**src/rtl/fixed_math_pkg.sv**
```systemverilog
// Shared types and constants for the fixed-point arithmetic blocks.
package fixed_math_pkg;

    // Sequencer states of the multi-cycle multiplier.
    typedef enum logic [1:0] {
        IDLE = 2'd0,
        MUL  = 2'd1,
        FIN  = 2'd2,
        DONE = 2'd3
    } state_e;

    // Width of the container used to hand saturation limits around.
    localparam int unsigned LIMIT_W = 64;

    // Number of shift-add iterations needed to consume the whole multiplier.
    function automatic int unsigned step_count(input int unsigned op_size,
                                               input int unsigned bpc);
        return op_size / bpc;
    endfunction

    // Magnitude of the most positive signed value of op_size bits.
    function automatic logic [LIMIT_W-1:0] sat_max_mag(input int unsigned op_size);
        return (64'd1 << (op_size - 1)) - 64'd1;
    endfunction

    // Magnitude of the most negative signed value of op_size bits.
    function automatic logic [LIMIT_W-1:0] sat_min_mag(input int unsigned op_size);
        return 64'd1 << (op_size - 1);
    endfunction

endpackage

```
**src/rtl/fixed_round_saturate.sv**
```systemverilog
// Combinational finishing stage: round an unsigned double-width magnitude,
// drop the fractional bits, restore the sign, flag overflow and clamp or wrap.
module fixed_round_saturate
    import fixed_math_pkg::*;
#(
    parameter int unsigned operand_size    = 32,
    parameter int unsigned fractional_size = 12
) (
    input  logic [2*operand_size-1:0] mag,
    input  logic                      sign,
    input  logic                      round_en,
    input  logic                      sat_en,
    output logic [operand_size-1:0]   result,
    output logic                      overflow
);

    localparam int unsigned acc_w = 2 * operand_size;
    localparam int unsigned sum_w = acc_w + 1;

    localparam logic [sum_w-1:0] half_lsb = {{acc_w{1'b0}}, 1'b1} << (fractional_size - 1);

    localparam logic [LIMIT_W-1:0] max_full = sat_max_mag(operand_size);
    localparam logic [LIMIT_W-1:0] min_full = sat_min_mag(operand_size);

    // Limits widened to the shifted-sum width so the comparison is exact.
    localparam logic [sum_w-1:0] max_m = sum_w'(max_full);
    localparam logic [sum_w-1:0] min_m = sum_w'(min_full);

    localparam logic [operand_size-1:0] max_c = max_full[operand_size-1:0];
    localparam logic [operand_size-1:0] min_c = min_full[operand_size-1:0];

    logic [sum_w-1:0]        sum_s;
    logic [sum_w-1:0]        m_s;
    logic [operand_size-1:0] m_lo_s;
    logic [operand_size-1:0] r_s;

    // Rounding, scaling, overflow test and clamp/wrap selection.
    always_comb begin
        sum_s  = {1'b0, mag} + (round_en ? half_lsb : {sum_w{1'b0}});
        m_s    = sum_s >> fractional_size;
        m_lo_s = m_s[operand_size-1:0];

        // A negative result may reach one step further than a positive one.
        if (sign) begin
            overflow = (m_s > min_m);
        end else begin
            overflow = (m_s > max_m);
        end

        // Negating a zero magnitude yields zero, so no -0 can appear.
        if (sign) begin
            r_s = -m_lo_s;
        end else begin
            r_s = m_lo_s;
        end

        if (sat_en && overflow) begin
            result = sign ? min_c : max_c;
        end else begin
            result = r_s;
        end
    end

endmodule

```
**src/rtl/fixed_multiply_seq.sv**
```systemverilog
// Sequential signed Q-format multiplier: sign-magnitude shift-add over
// bits_per_cycle multiplier bits per clock, with valid/ready on both sides.
module fixed_multiply_seq
    import fixed_math_pkg::*;
#(
    parameter int unsigned operand_size    = 32,
    parameter int unsigned fractional_size = 12,
    parameter int unsigned bits_per_cycle  = 4
) (
    input  logic                    clk,
    input  logic                    rst_n,
    input  logic                    in_valid,
    output logic                    in_ready,
    input  logic [operand_size-1:0] a,
    input  logic [operand_size-1:0] b,
    input  logic                    round_en,
    input  logic                    sat_en,
    output logic                    out_valid,
    input  logic                    out_ready,
    output logic [operand_size-1:0] c,
    output logic                    overflow
);

    localparam int unsigned acc_w     = 2 * operand_size;
    localparam int unsigned steps     = step_count(operand_size, bits_per_cycle);
    localparam int unsigned step_w    = $clog2(steps + 1);
    localparam logic [step_w-1:0] last_step = step_w'(steps - 1);

    state_e                  state_r;
    logic [acc_w-1:0]        a_shift_r;
    logic [operand_size-1:0] b_mag_r;
    logic                    sign_r;
    logic                    round_r;
    logic                    sat_r;
    logic [acc_w-1:0]        acc_r;
    logic [step_w-1:0]       step_r;
    logic [operand_size-1:0] c_r;
    logic                    overflow_r;
    logic                    out_valid_r;

    logic [operand_size-1:0] a_mag_s;
    logic [operand_size-1:0] b_mag_s;
    logic                    in_ready_s;
    logic                    accept_s;
    logic [acc_w-1:0]        partial_s;
    logic [operand_size-1:0] fin_c_s;
    logic                    fin_overflow_s;

    // Operand magnitudes, handshake decode and the current partial product.
    always_comb begin
        a_mag_s    = a[operand_size-1] ? -a : a;
        b_mag_s    = b[operand_size-1] ? -b : b;
        in_ready_s = (state_r == IDLE) || ((state_r == DONE) && out_ready);
        accept_s   = in_valid && in_ready_s;
        // a_shift_r already carries the step*bits_per_cycle weighting.
        partial_s  = a_shift_r * acc_w'(b_mag_r[bits_per_cycle-1:0]);
    end

    fixed_round_saturate #(
        .operand_size    (operand_size),
        .fractional_size (fractional_size)
    ) u_round_sat (
        .mag      (acc_r),
        .sign     (sign_r),
        .round_en (round_r),
        .sat_en   (sat_r),
        .result   (fin_c_s),
        .overflow (fin_overflow_s)
    );

    // Sequencer: accept operands, iterate the shift-add, register the result.
    always_ff @(posedge clk or negedge rst_n) begin
        if (!rst_n) begin
            state_r     <= IDLE;
            a_shift_r   <= {acc_w{1'b0}};
            b_mag_r     <= {operand_size{1'b0}};
            sign_r      <= 1'b0;
            round_r     <= 1'b0;
            sat_r       <= 1'b0;
            acc_r       <= {acc_w{1'b0}};
            step_r      <= {step_w{1'b0}};
            c_r         <= {operand_size{1'b0}};
            overflow_r  <= 1'b0;
            out_valid_r <= 1'b0;
        end else begin
            if ((state_r == DONE) && out_ready) begin
                out_valid_r <= 1'b0;
            end

            if (accept_s) begin
                a_shift_r <= {{operand_size{1'b0}}, a_mag_s};
                b_mag_r   <= b_mag_s;
                sign_r    <= a[operand_size-1] ^ b[operand_size-1];
                round_r   <= round_en;
                sat_r     <= sat_en;
                acc_r     <= {acc_w{1'b0}};
                step_r    <= {step_w{1'b0}};
                state_r   <= MUL;
            end else begin
                case (state_r)
                    IDLE: begin
                        state_r <= IDLE;
                    end
                    MUL: begin
                        acc_r     <= acc_r + partial_s;
                        a_shift_r <= a_shift_r << bits_per_cycle;
                        b_mag_r   <= b_mag_r >> bits_per_cycle;
                        step_r    <= step_r + {{(step_w-1){1'b0}}, 1'b1};
                        if (step_r == last_step) begin
                            state_r <= FIN;
                        end
                    end
                    FIN: begin
                        c_r         <= fin_c_s;
                        overflow_r  <= fin_overflow_s;
                        out_valid_r <= 1'b1;
                        state_r     <= DONE;
                    end
                    DONE: begin
                        if (out_ready) begin
                            state_r <= IDLE;
                        end
                    end
                    default: begin
                        state_r <= IDLE;
                    end
                endcase
            end
        end
    end

    assign in_ready  = in_ready_s;
    assign out_valid = out_valid_r;
    assign c         = c_r;
    assign overflow  = overflow_r;

endmodule

```
**config.mk**
```make
export PLATFORM = sky130hd
export DESIGN_NAME = fixed_multiply_seq
export DESIGN_NICKNAME = d
export VERILOG_FILES = /design/src/rtl/fixed_math_pkg.sv /design/src/rtl/fixed_round_saturate.sv /design/src/rtl/fixed_multiply_seq.sv
export SDC_FILE = /design/constraint.sdc
export NUM_CORES = 1
export LEC_CHECK = 0
export ABC_AREA = 1
export BUFFER_PORTS_ARGS = -buffer_cell sky130_fd_sc_hd__buf_2
export CORE_ASPECT_RATIO = 0.5
export CORE_MARGIN = 2
export CORE_UTILIZATION = 50
export DETAILED_ROUTE_END_ITERATION = 7
export PLACE_DENSITY = 0.67
export SLEW_MARGIN = 20
export SYNTH_ARGS = -nofsm -noshare
export SYNTH_HDL_FRONTEND = slang
export SYNTH_SLANG_ARGS = --single-unit
```
**constraint.sdc**
```tcl
create_clock -name clk -period 6.3 [get_ports clk]
set_clock_uncertainty 0.05 [all_clocks]
set_input_delay 1.26 -clock clk [delete_from_list [all_inputs] [get_ports clk]]
set_output_delay 1.26 -clock clk [all_outputs]
set_load 0.02 [all_outputs]
```
[Word level (Yosys, flattened, before mapping)]
Index checks and enable logic that the tools add are counted.
Storage, ports and cells
  bits in registers: 203
  input bits: 70
  output and inout bits: 35
  word-level logic and storage cells: 58
Cells by class
  reduce and logical (&&, ||, !) cells: 8
  bitwise operators: 2
  $mul: 1
  $add $sub $neg: 6
  equal/unequal tests: 6
  order comparisons: 2
  muxes and demuxes: 22
Operators with widths (count)
  $mux W64: 4
  $mux W32: 7
  $neg A32 Y32: 3
  $add A64 B65 Y65: 1
  $add A64 B64 Y64: 1
  $mul A64 B4 Y64: 1
  $gt A53 B31 Y1 const B: 1
  $gt A53 B32 Y1 const B: 1
  $mux W12: 1
  $mux W4: 2
  $pmux W2 S4: 1
  $mux W2: 3
  $ne A3 B3 Y1 const B: 2
  $add A4 B1 Y4 const B: 1
  $eq A2 B2 Y1 const B: 2
  $eq A4 B3 Y1 const B: 1
  $mux W1: 4
  $reduce_and A2 Y1: 2
  $logic_and A1 B1 Y1: 3
  $eq A2 B1 Y1 const B: 1
  $logic_not A2 Y1: 1
  $reduce_bool A2 Y1: 1
  $logic_or A1 B1 Y1: 1
  $not A1 Y1: 1
  $xor A1 B1 Y1: 1

[Logic depth before layout (Yosys ltp)]
  depth after elaboration: 6
  gate-level depth with buffers: 25

[Cells and area by module]
From an unflattened synthesis, not the netlist that was laid out.
Second synthesis, totals
  cell total of the unflattened synthesis: 4147
  area, all modules: 25732.2 µm²
Modules (own cells, without submodules)
  fixed_multiply_seq: seq. area each 5079.9 µm², instances 1, area an instance 22128.7 µm², cells each 3394
  fixed_round_saturate: seq. area each 0.0 µm², instances 1, area an instance 3603.5 µm², cells each 753

[Least setup slack after synthesis]
OpenSTA, ideal clock, no wires.
  kind: register to register
  from: reg b_mag_r[2]
  to: reg acc_r[49]
  required time: 6.120 ns
  arrival time: 4.493 ns
  setup time: 0.130 ns
  stages on the path, launching flop included: 23
  setup slack: 1.627 ns
  cells stage by stage: dfrtp_1 clkbuf_1 clkbuf_1 nand2_1 inv_1 fa_1 fa_1 inv_1 fa_1 inv_1 ha_1 nand2_1 o21ai_1 a21oi_1 o21ai_0 a21oi_1 o21ai_0 nand2_1 nand2_1 a21o_1 nand2_1 nand3_1 o21ai_0
Between the ends
  longest elaborated chain between the ends: 4
RTL lines
  from (decl): line fixed_multiply_seq.sv:31  | logic [operand_size-1:0] b_mag_r;
  from (signal assigned): line fixed_multiply_seq.sv:76  | b_mag_r <= {operand_size{1'b0}};
  from (signal assigned): line fixed_multiply_seq.sv:92  | b_mag_r <= b_mag_s;
  from (signal assigned): line fixed_multiply_seq.sv:107  | b_mag_r <= b_mag_r >> bits_per_cycle;
  $mul A64 B4 Y64: line fixed_multiply_seq.sv:56  | partial_s = a_shift_r * acc_w'(b_mag_r[bits_per_cycle-1:0]);
  $add A64 B64 Y64: line fixed_multiply_seq.sv:105  | acc_r <= acc_r + partial_s;
  $mux W64: line fixed_multiply_seq.sv:100  | case (state_r)
  $mux W64: line fixed_multiply_seq.sv:90  | if (accept_s) begin
  to (signal assigned): line fixed_multiply_seq.sv:80  | acc_r <= {acc_w{1'b0}};
  to (signal assigned): line fixed_multiply_seq.sv:96  | acc_r <= {acc_w{1'b0}};
  to (signal assigned): line fixed_multiply_seq.sv:105
  to (decl): line fixed_multiply_seq.sv:35  | logic [acc_w-1:0] acc_r;
No other way between the ends. The select of a mux whose other input is x is not followed.
A chain may end at the register's enable or synchronous reset.

[Worst setup path in the final report]
Ends and elaborated chain as after synthesis.

==> flow_metrics.py <==
metrics = {
    "flow_run": {
        "cap_violations": 0,
    },
    "floorplanning": {
        "die_area_um2": 48600,
        "initial_core_util_pct": 51.2,
        "coreArea_um2": 45700,
        "pin_count": 105,
        "fp.dieW_um": 310,
        "dieHeight_um": 157,
        "rows": 55,
    },
    "detailed_routing": {
        "wl_um": 74900,
        "avgRoutedWirePerCell_um": 17.8,
        "dr.pass1.iters": 6,
        "routed_via_density": 5.32,
        "drt-initial-drc-count": 1989,
        "drc": 0,
        "vias": 22419,
        "ant_nets": 0,
    },
    "placed_design": {
        "gp_congestion": 0.988,
        "io_buffers": 104,
        "hpwl_um": 60300,
        "place_inst": 4175,
    },
    "yosys": {
        "synth.distinct_cells": 48,
        "yosys_warnings": 0,
        "syn_area_um2": 23400,
        "seq_area_frac_synth_pct": 21.7,
        "synth_area_per_cell_um2": 6.64,
        "synthArstFlopShare_pct": 100,
        "syn-num-nets": 3848,
        "synth_edf_count": 0,
        "synthCells": 3519,
        "ys_ff_latch": 203,
        "ys_dominant_reg_cell": "dfrtp_1",
    },
    "critical_path": {
        "crit_path_frequent_cell": "nand2_1",
        "crit_required_ns": 6.66,
        "path_delay_family": "compound AO/OA/AOI/OAI gates",
        "slowest_delay_ns": 0.84,
        "cp_num_buf_inv": 4,
        "arrival_ns": 6.09,
        "cp_max_fo": 35,
        "crit_path_end_kind": "flip-flop",
        "critPathSlowestCell": "o21ai_0",
        "crit_chain": "nand2_1, inv_1, fa_1, fa_1, inv_1, fa_1, inv_1, ha_1, nand2_1, o21ai_1, a21oi_1, o21ai_0, a21oi_1, o21ai_0, buf_4, nand2_1, nand2_1, a21o_1, nand2_1, nand3_1, o21ai_0",
        "worst_setup_path_start_kind": "flip-flop",
        "critPathKind": "reg2reg",
    },
    "clock_tree": {
        "clock-sinks": 203,
        "post_cts_buffers": 0,
        "cts_tree": "built",
        "clk_latency_ns": 0.57,
        "cts-buffers-inserted": 23,
        "clk_pin_slew_worst_paths_ns": 0.06,
        "htree_levels": 1,
        "clk_path_buf_depth": 3,
        "root_buffer": "clkbuf_16",
        "ctsResizeCount": 0,
        "holdBufCountCts": 0,
    },
    "cells_and_area": {
        "drive_above_1_share_pct": 6.96,
        "finalNonFillerCells": 4217,
        "area_delta_synth_final_pct": 8.11,
        "diodes": 0,
        "nets": 3903,
    },
    "sta": {
        "finalCritPeriodShare_pct": 91.1,
        "worst_pin_slew_ns": 1.04,
        "hold_violations": 0,
        "drv_slew": 0,
        "min_period_ns": 5.74,
        "fmax_mhz": 174,
        "rsz0062_at_grt": "no",
        "setup_viol_count_final": 0,
        "setup-tns-final_ns": 0,
        "worst_slew_margin_rel_pct": 29.8,
    },
    "grt": {
        "grt_pass1_wl_um": 118000,
        "grt_antenna_before_repair": 3,
        "grt_overflow_total": 0,
        "grt_pass1_vias": 21200,
        "track_usage_pct": 31.5,
        "grt_max_degree": 124,
    },
    "power": {
        "leakagePower_uw": 0.0140,
        "power_density_nw_per_um2": 532,
        "peakVddDrop_mv": 0.479,
    },
    "run_status": {
        "status": "finished, final reports clean",
    },
    "hold_path": {
        "min_path_type": "reg2reg",
    },
}
synthesized netlist by cell type (3+ instances only):
cell	instances	area [um2]
xor2_1	44	385
ha_1	77	963
nand4_1	39	244
nor2_1	354	1330
o21a_1	6	45.0
nand2_2	13	81.3
clkbuf_1	75	282
fa_1	182	3640
a21o_1	18	135
a21boi_0	3	22.5
buf_1	11	41.3
o22ai_1	57	357
a31oi_1	20	125
inv_1	821	3080
a21oi_1	147	736
nand3b_1	5	37.5
o221ai_1	42	368
dfrtp_1	203	5080
o21bai_1	14	105
nand3_1	162	811
inv_2	6	22.5
o21ai_0	162	811
a21oi_2	30	263
a22o_1	3	26.3
nor2_4	9	101
nor4_1	10	62.6
nor3_1	33	165
o211ai_1	16	120
and3_1	5	31.3
nand2_4	3	33.8
o21ai_1	5	25.0
xnor2_1	13	114
nor2_2	11	68.8
or2_2	9	56.3
buf_6	8	90.1
o31ai_1	6	45.0
nand2_1	880	3300
power by group:
part | switching [uW] | internal, uW | leakage [uW]
logic | 6490 | 3030 | 0.0110
clock network | 594 | 850 | 0.000382
registers | 655 | 1840 | 0.00260
worst register-to-register path, stage by stage (launching register included):
cell     delay [ns]
dfrtp_2        0.83
nand2_1        0.11
inv_1          0.11
fa_1           0.46
fa_1           0.54
inv_1          0.05
fa_1           0.50
inv_1          0.04
ha_1           0.35
nand2_1        0.07
o21ai_1        0.27
a21oi_1        0.19
o21ai_0        0.84
a21oi_1        0.26
o21ai_0        0.23
buf_4          0.16
nand2_1        0.06
nand2_1        0.13
a21o_1         0.13
nand2_1        0.05
nand3_1        0.06
o21ai_0        0.09
layer usage:
| layer | vias up | wire length [um] | share of wire (%) | track usage, % |
|---|---|---|---|---|
| met1 | 10541 | 37300 | 50 | 49.9 |
| met3 | 61 | 7260 | 9.7 | 6.70 |
| met2 | 845 | 29300 | 39 | 44.1 |
| met4 | 0 | 918 | 1.2 | 4.19 |
| li1 | 10972 | - | - | - |
| met5 | - | 0 | 0 | 0 |
through the flow:
stage	total power (uW)	utilization [%]	area, um2	setup slack, ns	hold WS (ns)
after detailed placement	11800	53.5	24500	0.713	0.419
after global placement	11700	53.5	24500	0.812	0.419
after floorplan	9090	-	23400	1.63	0.396
after global routing	14900	55.3	25300	0.307	0.447
final	13500	55.3	25300	0.562	0.434
after CTS	13300	55.3	25200	0.677	0.435
cell families (layout without fill, tap and decap cells):
family	after synthesis	in the layout	synth area share [%]
buffers and inverters	922	993	15.1
adders and majority gates	259	259	19.7
DFF	203	203	21.7
xor gates and xnor gates	57	57	2.14
AOI/OAI and AO/OA	539	539	14.0
and+or+nand+nor	1539	1539	27.4
cell type report:
| class | instances | area [um2] |
|---|---|---|
| repair buffers | 124 | 718 |
| flip-flops and latches | 203 | 5080 |
| well taps | 627 | 785 |
| clock buffers | 35 | 661 |
| inverters | 828 | 3110 |
| clock inverters | 6 | 124 |
| multi-input cells | 2394 | 14800 |
| fillers | 4690 | 20400 |
flip-flops by register name (all words and copies together) (netlist names):
signal     count
a_shift_r     64
sat_r          1
state_r        2
c             32
step_r         4
overflow       1
sign_r         1
b_mag_r       32
acc_r         64
round_r        1
out_valid      1
cell usage in the layout, fill, tap and decap left out, types with 8 or more instances in the layout:
| cell | n |
|---|---|
| xnor2_1 | 13 |
| nor2_2 | 11 |
| nor2_4 | 11 |
| o211ai_1 | 16 |
| nor2_1 | 352 |
| clkbuf_1 | 8 |
| a21oi_1 | 147 |
| xor2_1 | 44 |
| nand2_1 | 880 |
| clkbuf_16 | 23 |
| nor4_1 | 10 |
| o221ai_1 | 42 |
| nand3_1 | 162 |
| buf_4 | 17 |
| buf_2 | 103 |
| or2_2 | 9 |
| dfrtp_1 | 199 |
| nand4_1 | 39 |
| ha_1 | 77 |
| a21o_1 | 18 |
| nor3_1 | 33 |
| nand2_2 | 13 |
| fa_1 | 182 |
| a21oi_2 | 30 |
| o22ai_1 | 57 |
| o21bai_1 | 14 |
| o21ai_0 | 162 |
| a31oi_1 | 20 |
| inv_1 | 820 |
worst paths after layout:
kind,startpoint,end,slack (ns),depth (start not counted)
max in group asynchronous,rst_n,overflow$_DFFE_PN0P_,4.30,2
worst min-delay path,overflow$_DFFE_PN0P_,overflow$_DFFE_PN0P_,0.43,2
worst max register to register,b_mag_r[2]$_DFFE_PN0P_,acc_r[49]$_DFFE_PN0P_,0.56,21
min in group asynchronous,rst_n,step_r[1]$_DFFE_PN0P_,0.70,1
worst min register to register,overflow$_DFFE_PN0P_,overflow$_DFFE_PN0P_,0.43,2
worst max-delay path,b_mag_r[2]$_DFFE_PN0P_,acc_r[49]$_DFFE_PN0P_,0.56,21
Power figures use the tool's default switching activity.
